--- src/rtl/keypad_pkg.sv ---
// Shared types, key map and helpers for the 4x4 keypad scan controller.
package keypad_pkg;

  typedef enum logic [1:0] {
    SCAN     = 2'd0,
    DEBOUNCE = 2'd1,
    HELD     = 2'd2,
    RELEASE  = 2'd3
  } scan_state_t;

  // Result of decoding a 4-bit vector that is expected to be one-hot.
  typedef struct packed {
    logic       valid;
    logic [1:0] idx;
  } oh_t;

  // Hex code per [row][column]; '*' maps to E and '#' maps to F.
  localparam logic [3:0] KEYMAP [4][4] = '{
    '{4'h1, 4'h2, 4'h3, 4'hA},
    '{4'h4, 4'h5, 4'h6, 4'hB},
    '{4'h7, 4'h8, 4'h9, 4'hC},
    '{4'hE, 4'h0, 4'hF, 4'hD}
  };

  // Index of the single set bit; valid is low for zero or multiple bits.
  function automatic oh_t onehot_idx(input logic [3:0] v);
    oh_t res;
    res.valid = 1'b1;
    res.idx   = 2'd0;
    case (v)
      4'b0001: res.idx = 2'd0;
      4'b0010: res.idx = 2'd1;
      4'b0100: res.idx = 2'd2;
      4'b1000: res.idx = 2'd3;
      default: res.valid = 1'b0;
    endcase
    return res;
  endfunction

endpackage

--- src/rtl/keypad_scan_ctrl_col_sync.sv ---
// Two-flop synchronizer for the raw active-low keypad columns.
module col_sync (
  input  logic       clk,
  input  logic       reset,
  input  logic [3:0] col_n,
  output logic [3:0] col_s
);

  logic [3:0] meta;

  // Idle (all released) is all-ones, so that is the reset value of both stages.
  always_ff @(posedge clk or negedge reset) begin
    if (!reset) begin
      meta  <= 4'b1111;
      col_s <= 4'b1111;
    end else begin
      meta  <= col_n;
      col_s <= meta;
    end
  end

endmodule

--- src/rtl/keypad_scan_ctrl.sv ---
// Row-scan sequencer with press/release debounce; one event per physical press.
module keypad_scan_ctrl
  import keypad_pkg::*;
#(
  parameter int unsigned DWELL           = 3,
  parameter int unsigned DEBOUNCE_CYCLES = 4
) (
  input  logic       clk,
  input  logic       reset,
  input  logic [3:0] col_n,
  output logic [3:0] rows,
  output logic       key_valid,
  output logic [3:0] key_code,
  output logic       key_held,
  output logic [1:0] state
);

  localparam int unsigned DW = $clog2(DWELL);
  localparam int unsigned CW = $clog2(DEBOUNCE_CYCLES + 1);
  localparam logic [DW-1:0] DWELL_LAST = DW'(DWELL - 1);
  localparam logic [CW-1:0] DEB_MAX    = CW'(DEBOUNCE_CYCLES);

  scan_state_t   cur_state, nxt_state;
  logic [3:0]    col_s;
  logic [3:0]    act;
  logic [1:0]    row_idx, row_idx_nxt;
  logic [1:0]    c_idx, c_idx_nxt;
  logic [DW-1:0] dwell, dwell_nxt;
  logic [CW-1:0] cnt, cnt_nxt, cnt_inc;
  logic [3:0]    rows_nxt;
  logic          valid_nxt;
  logic [3:0]    code_nxt;
  logic          held_nxt;
  logic [3:0]    col_mask;
  oh_t           sel;

  col_sync u_col_sync (
    .clk   (clk),
    .reset (reset),
    .col_n (col_n),
    .col_s (col_s)
  );

  assign act   = ~col_s;
  assign state = cur_state;

  // State, counters and registered outputs.
  always_ff @(posedge clk or negedge reset) begin
    if (!reset) begin
      cur_state <= SCAN;
      rows      <= 4'b0001;
      row_idx   <= 2'd0;
      c_idx     <= 2'd0;
      dwell     <= '0;
      cnt       <= '0;
      key_valid <= 1'b0;
      key_code  <= 4'h0;
      key_held  <= 1'b0;
    end else begin
      cur_state <= nxt_state;
      rows      <= rows_nxt;
      row_idx   <= row_idx_nxt;
      c_idx     <= c_idx_nxt;
      dwell     <= dwell_nxt;
      cnt       <= cnt_nxt;
      key_valid <= valid_nxt;
      key_code  <= code_nxt;
      key_held  <= held_nxt;
    end
  end

  // Next-state and next-output decode; rows stay frozen outside SCAN.
  always_comb begin
    nxt_state   = cur_state;
    rows_nxt    = rows;
    row_idx_nxt = row_idx;
    c_idx_nxt   = c_idx;
    dwell_nxt   = dwell;
    cnt_nxt     = cnt;
    valid_nxt   = 1'b0;
    code_nxt    = key_code;
    held_nxt    = key_held;
    sel         = onehot_idx(act);
    col_mask    = 4'b0001 << c_idx;
    cnt_inc     = (cnt == DEB_MAX) ? cnt : cnt + CW'(1);

    case (cur_state)
      SCAN: begin
        if (dwell == DWELL_LAST) begin
          dwell_nxt = '0;
          if (sel.valid) begin
            c_idx_nxt = sel.idx;
            cnt_nxt   = '0;
            nxt_state = DEBOUNCE;
          end else begin
            rows_nxt    = {rows[2:0], rows[3]};
            row_idx_nxt = row_idx + 2'd1;
          end
        end else begin
          dwell_nxt = dwell + DW'(1);
        end
      end

      DEBOUNCE: begin
        if (act == col_mask) begin
          cnt_nxt = cnt_inc;
          if (cnt_inc == DEB_MAX) begin
            valid_nxt = 1'b1;
            code_nxt  = KEYMAP[row_idx][c_idx];
            held_nxt  = 1'b1;
            cnt_nxt   = '0;
            nxt_state = HELD;
          end
        end else begin
          rows_nxt    = {rows[2:0], rows[3]};
          row_idx_nxt = row_idx + 2'd1;
          dwell_nxt   = '0;
          cnt_nxt     = '0;
          nxt_state   = SCAN;
        end
      end

      HELD: begin
        if (!act[c_idx]) begin
          cnt_nxt   = '0;
          nxt_state = RELEASE;
        end
      end

      RELEASE: begin
        if (act == 4'b0000) begin
          cnt_nxt = cnt_inc;
          if (cnt_inc == DEB_MAX) begin
            held_nxt    = 1'b0;
            rows_nxt    = {rows[2:0], rows[3]};
            row_idx_nxt = row_idx + 2'd1;
            dwell_nxt   = '0;
            cnt_nxt     = '0;
            nxt_state   = SCAN;
          end
        end else begin
          cnt_nxt = '0;
        end
      end

      default: nxt_state = SCAN;
    endcase
  end

endmodule

--- config.mk ---
export PLATFORM = sky130hd
export DESIGN_NAME = keypad_scan_ctrl
export DESIGN_NICKNAME = d
export VERILOG_FILES = /design/src/rtl/keypad_pkg.sv /design/src/rtl/keypad_scan_ctrl_col_sync.sv /design/src/rtl/keypad_scan_ctrl.sv
export SDC_FILE = /design/constraint.sdc
export NUM_CORES = 1
export LEC_CHECK = 0
export CAP_MARGIN = 25
export CORE_ASPECT_RATIO = 1.25
export CORE_MARGIN = 2
export CORE_UTILIZATION = 50
export CTS_CLUSTER_DIAMETER = 150
export CTS_CLUSTER_SIZE = 30
export DETAILED_ROUTE_END_ITERATION = 12
export GPL_ROUTABILITY_DRIVEN = 0
export PLACE_DENSITY = 0.72
export SYNTH_ARGS = -nofsm -noshare
export SYNTH_HDL_FRONTEND = slang
export SYNTH_SLANG_ARGS = --single-unit
export TNS_END_PERCENT = 5
--- constraint.sdc ---
create_clock -name clk -period 4.43 [get_ports clk]
set_clock_uncertainty 0.1 [all_clocks]
set_input_delay 0.6645 -clock clk [delete_from_list [all_inputs] [get_ports clk]]
set_output_delay 0.6645 -clock clk [all_outputs]
set_load 0.05 [all_outputs]
* After elaboration in Yosys (flattened, before gate mapping)
Index checks and enable logic that the tools add are counted.
W data, S select, Z words.
** Word-level totals
- Register bits after elaboration :: 29
- Output and inout bits :: 12
- Logic and storage cells :: 103
** Cells by class
- Magnitude comparators :: 3
- Shift operators :: 1
- Equality and inequality tests :: 21
- Add/subtract/negate cells :: 3
- Muxes and demuxes :: 49
- Reductions and logical operators :: 12
- Bitwise logic cells :: 3
** Operators by type and width (count)
- $bmux W16 S2 :: 1
- $mux W16 :: 2
- $mux W2 :: 14
- $mux W4 :: 7
- $mux W3 :: 7
- $ne A2 B2 Y1 const B :: 9
- $pmux W2 S3 :: 3
- $pmux W3 S4 :: 1
- $pmux W4 S3 :: 1
- $reduce_and A6 Y1 :: 2
- $mux W1 :: 9
- $reduce_and A3 Y1 :: 3
- $bmux W4 S2 :: 1
- $pmux W2 S4 :: 1
- $eq A2 B2 Y1 const B :: 3
- $eq A3 B3 Y1 const B :: 2
- $ge A3 B3 Y1 const B :: 2
- $not A2 Y3 :: 2
- $reduce_and A5 Y1 :: 1
- $add A2 B1 Y2 const B :: 2
- $eq A4 B1 Y1 const B :: 1
- $eq A4 B2 Y1 const B :: 1
- $eq A4 B3 Y1 const B :: 1
- $eq A4 B4 Y1 :: 1
- 15 further kinds :: 15

* Longest topological paths before layout
- Depth after elaboration :: 7
- Mapped depth :: 8
- Gate-level depth less buffers :: 7

* Hierarchy
A second synthesis with hierarchy kept.
** Unflattened totals
- Cells, all modules :: 144
- Area, all modules :: 1695.4 um^2
** By module, submodules not included
- keypad_scan_ctrl :: seq. area each 526.8 um^2, instances 1, area each 1485.2 um^2, cells each 136
- col_sync :: seq. area each 210.2 um^2, instances 1, area each 210.2 um^2, cells each 8

* Worst setup path after synthesis
No wires, ideal clock.
- Path type :: register to register
- Start point :: register c_idx[1]
- End point :: register rows[1]
- Arrival :: 2049 ps
- Data required time :: 4202 ps
- Cell stages (with the launch flop) :: 7
- Path slack :: 2153 ps
- Library setup time :: 128 ps
- Buffers on the path :: 1
- Cells stage by stage :: dfrtp_1 -> buf_6 -> or4b_1 -> a21o_1 -> and2_4 -> a221oi_4 -> mux2_1
** Between the ends
- Word-level cells in the longest chain between the ends :: 4
** Ends and longest elaborated chain
- start: declaration :: line keypad_scan_ctrl.sv:27 : logic [1:0] c_idx, c_idx_nxt;
- start signal: assignment :: line keypad_scan_ctrl.sv:63 : c_idx <= c_idx_nxt;
- $shl A1 B2 Y4 :: line keypad_scan_ctrl.sv:84 : col_mask = 4'b0001 << c_idx;
- $eq A4 B4 Y1 :: line keypad_scan_ctrl.sv:105 : if (act == col_mask) begin
- $ne A2 B2 Y1 (no source line)
- $reduce_and A6 Y1 (no source line)
- end signal: assignment :: line keypad_scan_ctrl.sv:61 : rows <= rows_nxt;
- end: declaration :: line keypad_scan_ctrl.sv:11 : output logic [3:0] rows,
Every way passes these cells.
A chain may end at the register's enable or synchronous reset.

* Worst setup path in the final report
- Start point :: register c_idx[1]
- End point :: register key_code[3]
** Between the ends
- Word-level cells in the longest chain between the ends :: 4
- Elaborated cells between the ends (all ways) :: 7
** Ends and longest elaborated chain
- $not A2 Y3 (not written as such) :: line keypad_scan_ctrl.sv:109 : code_nxt = KEYMAP[row_idx][c_idx];
- $bmux W4 S2 :: line keypad_scan_ctrl.sv:109
- $mux W4 (not written as such) (2 in a row) :: line keypad_scan_ctrl.sv:109
- end signal: assignment :: line keypad_scan_ctrl.sv:67 : key_code <= code_nxt;
- end: declaration :: line keypad_scan_ctrl.sv:13 : output logic [3:0] key_code,
Several ways; a longest one is shown, not always the timed one. The select of a mux whose other input is x is not followed.

==> run_results.csv <==
group,metric,value,unit
power,combPwrFrac,25.3,%
floorplan,fp.dieH,68.3,µm
route,routed.top_layer,"met4",
route,via_per_inst,5.72,
final_layout,final_cell_area,1940,µm²
sta,fin_ws,1870,ps
placed_design,port_buffers,17,
grt,antenna_found_initial,0,
power,power_density,432,nW/µm²
power,p_leak,0.000814,µW
grt,grt_pass1_wl,5330,µm
clocking,cts_tree,"yes",
power,switchingPower,271,µW
grt,grt_overflow_total,0,
route,drc,0,
placed_design,place_ws,1890,ps
worst_setup_path,end_kind,"register",
yosys,syn-cell-area,1650,µm²
power,p_int,567,µW
yosys,synth_cells,160,
sta,timing.slew.headroom,62.5,%
clocking,htree_levels,2,
clocking,post-cts-setup-buffers,0,
final_layout,drive_gt1_share,12.0,%
worst_setup_path,crit_chain,"or4b_1, a21o_1, a21boi_1, and2_1, mux2_1",
sta,fin_crit_sh,57.9,%
power,p_sw_share,32.4,%
yosys,async_flop_share,100,%
yosys,ys.flop_type,"dfrtp_1",
route,dr.pass1.iters,4,
power,ir_worst_vdd,0.427,mV
grt,grt_pass1_vias,1152,
route,wl_per_cell,14.0,µm
yosys,synthesis.nets,174,
floorplan,start_util,51.7,%
yosys,synth_top_area_cell,"dfrtp_1",
sta,hold_viol_final,0,
final_layout,antenna-diode-count,0,
clocking,clk_latency,280,ps
clocking,numCtsBuffers,5,
worst_setup_path,setup.worst_path.start_class,"register",
worst_setup_path,critPathKind,"reg -> reg",
final_layout,synthToLayoutAreaGrowth,17.5,%
placed_design,dp_hpwl,2150,µm
yosys,synth_cell_types,44,
status,outcome,"completed",
sta,min_period,2560,ps
route,drtAntennaViolNets,0,
clocking,cts_buffer_depth,2,
floorplan,die_w,55.4,µm
worst_setup_path,cp.arrival,2620,ps
sta,tns,0,ps
worst_setup_path,required,4490,ps
route,wl_met2,1570,µm
final_layout,fin_nets,188,
clocking,clock-sinks,29,
final_layout,nFillCells,262,
yosys,syn_area_per_cell,10.3,µm²
sta,drv_slew,0,
sta,rsz0062_at_grt,"no",
route,wl_met3,93,µm
grt,grt_use_total,18.0,%
worst_setup_path,slowest_delay,580,ps
sta,finalSetupViolations,0,
flow_run,maxCapViolations,0,
sta,worstMarginPinSlew,562,ps
floorplan,die-area,3780,µm²
clocking,path_clk_slew,60,ps
yosys,synth_top_cell_area_share,30.3,%
worst_setup_path,cp_top_family,"simple AND/OR/NAND/NOR gates",
route,drtIter0Drc,70,
route,vias,1212,
yosys,ys_seq_area_share,44.6,%
worst_setup_path,worst_path_max_delay_cell,"dfrtp_1",
clocking,post_cts_resized,0,
floorplan,rows,23,
power,seqPwrFrac,42.3,%
worst_setup_path,critPathBufInv,0,
power,clkPwrFrac,32.3,%
floorplan,design.core.area,3190,µm²
route,wirelength,2980,µm
yosys,ys_ff_latch,29,
hold_path,holdCritPathClass,"reg -> reg",
yosys,synth_edf_count,0,
clocking,clockRootBuffer,"clkbuf_8",
worst_setup_path,cp_max_fo,19,
sta,fmax,390,MHz
placed_design,placed_cell_area,1830,µm²
grt,grt_max_degree,30,
floorplan,io_pins,18,
yosys,yosys_warnings,0,
clocking,cts_hold_buffers,0,
route,wl_met1,1280,µm
yosys,netlist_top_cells_area,"dfrtp_1, dfstp_2, mux2_1",
==> final timing paths <==
path	depth (start not counted)	slack, ps	end	from
min in group asynchronous	2	670	row_idx[0]$_DFFE_PN0P_	reset
max reg2reg	5	1870	key_code[3]$_DFFE_PN0P_	c_idx[1]$_DFFE_PN0P_
max	5	1870	key_code[3]$_DFFE_PN0P_	c_idx[1]$_DFFE_PN0P_
min	0	260	u_col_sync.col_s[1]$_DFF_PN1_	u_col_sync.meta[1]$_DFF_PN1_
min reg2reg	0	260	u_col_sync.col_s[1]$_DFF_PN1_	u_col_sync.meta[1]$_DFF_PN1_
max in group asynchronous	2	3250	u_col_sync.meta[0]$_DFF_PN1_	reset
==> power groups by stage <==
stage	Sequential, µW	Combinational, µW	Clock, µW
global placement	356	204	0
detailed placement	360	213	0
CTS	355	215	276
floorplan	343	175	0
finish	355	212	271
global route	363	245	287
==> registers in the layout, summed over array words and instances, names as in the netlist, named ones only <==
signal	flops
c_idx	2
cnt	3
dwell	2
key_code	4
key_held	1
key_valid	1
row_idx	2
rows	4
state	1
u_col_sync.col_s	4
u_col_sync.meta	4
==> synth_stat cells, types with 2 or more instances <==
| cell | count |
|---|---|
| dfrtp_1 | 20 |
| a21oi_1 | 13 |
| nand2_1 | 10 |
| clkbuf_1 | 9 |
| dfstp_2 | 9 |
| mux2_1 | 9 |
| o21ai_0 | 9 |
| ha_1 | 8 |
| nor2_1 | 8 |
| inv_1 | 6 |
| a21o_1 | 4 |
| nand2b_1 | 4 |
| a31oi_1 | 3 |
| nand3_1 | 3 |
| nand4b_1 | 3 |
| nor3b_1 | 3 |
| o2bb2ai_1 | 3 |
| and2_1 | 2 |
| nand3b_1 | 2 |
| nor2b_1 | 2 |
| nor3_1 | 2 |
| nor4bb_1 | 2 |
| o211ai_1 | 2 |
| o22ai_1 | 2 |
| or4b_1 | 2 |
| xnor2_1 | 2 |
==> per-layer routing <==
| layer | GRT usage [%] | up-vias |
|---|---|---|
| met4 | 7.32 | 0 |
| met3 | 3.59 | 4 |
| met5 | 0 | - |
| li1 | - | 611 |
| met2 | 32.0 | 24 |
| met1 | 21.7 | 573 |
==> layout make-up <==
type / count / area (µm²) / share of cell area, %
clock buffers: 5 / 68.8 / 3.55
clock inverters: 3 / 46.3 / 2.39
inverters: 6 / 22.5 / 1.16
multi-input cells: 114 / 842 / 43.4
flip-flops and latches: 29 / 737 / 38.0
well taps: 37 / 46.3 / 2.39
repair buffers: 18 / 178 / 9.16
==> through the flow <==
| stage | total power, µW | instances | hold slack, ps | util (%) |
|---|---|---|---|---|
| after global routing | 895 | 212 | 261 | 60.8 |
| after detailed placement | 573 | 204 | 247 | 57.1 |
| after floorplan | 518 | 160 | 245 | - |
| final | 838 | 212 | 256 | 60.8 |
| after global placement | 560 | 204 | 246 | 57.1 |
| after CTS | 846 | 212 | 257 | 60.8 |
==> layout by cell type, fill, tap and decap left out, types with 4 or more instances in the layout <==
cell / synthesis / routed
ha_1: 8 / 8
inv_1: 6 / 6
a21oi_1: 13 / 13
nand2_1: 10 / 10
mux2_1: 9 / 9
clkbuf_8: 0 / 5
a21o_1: 4 / 4
o21ai_0: 9 / 9
dfstp_2: 9 / 9
nor2_1: 8 / 8
clkdlybuf4s50_1: 0 / 17
nand2b_1: 4 / 4
dfrtp_1: 20 / 20
==> kinds of logic (layout without fill, tap and decap cells) <==
group                      after synthesis  in the layout  synth area share (%)
adders and majority gates                8              8                  6.06
muxes                                   11             11                  8.11
buffers and inverters                   17             32                  4.39
and+or+nand+nor                         46             46                  16.2
xor gates and xnor gates                 3              3                  1.59
AOI/OAI and AO/OA                       46             46                  19.0
DFF                                     29             29                  44.6
Note: power is estimated with default switching activity, not from simulation.
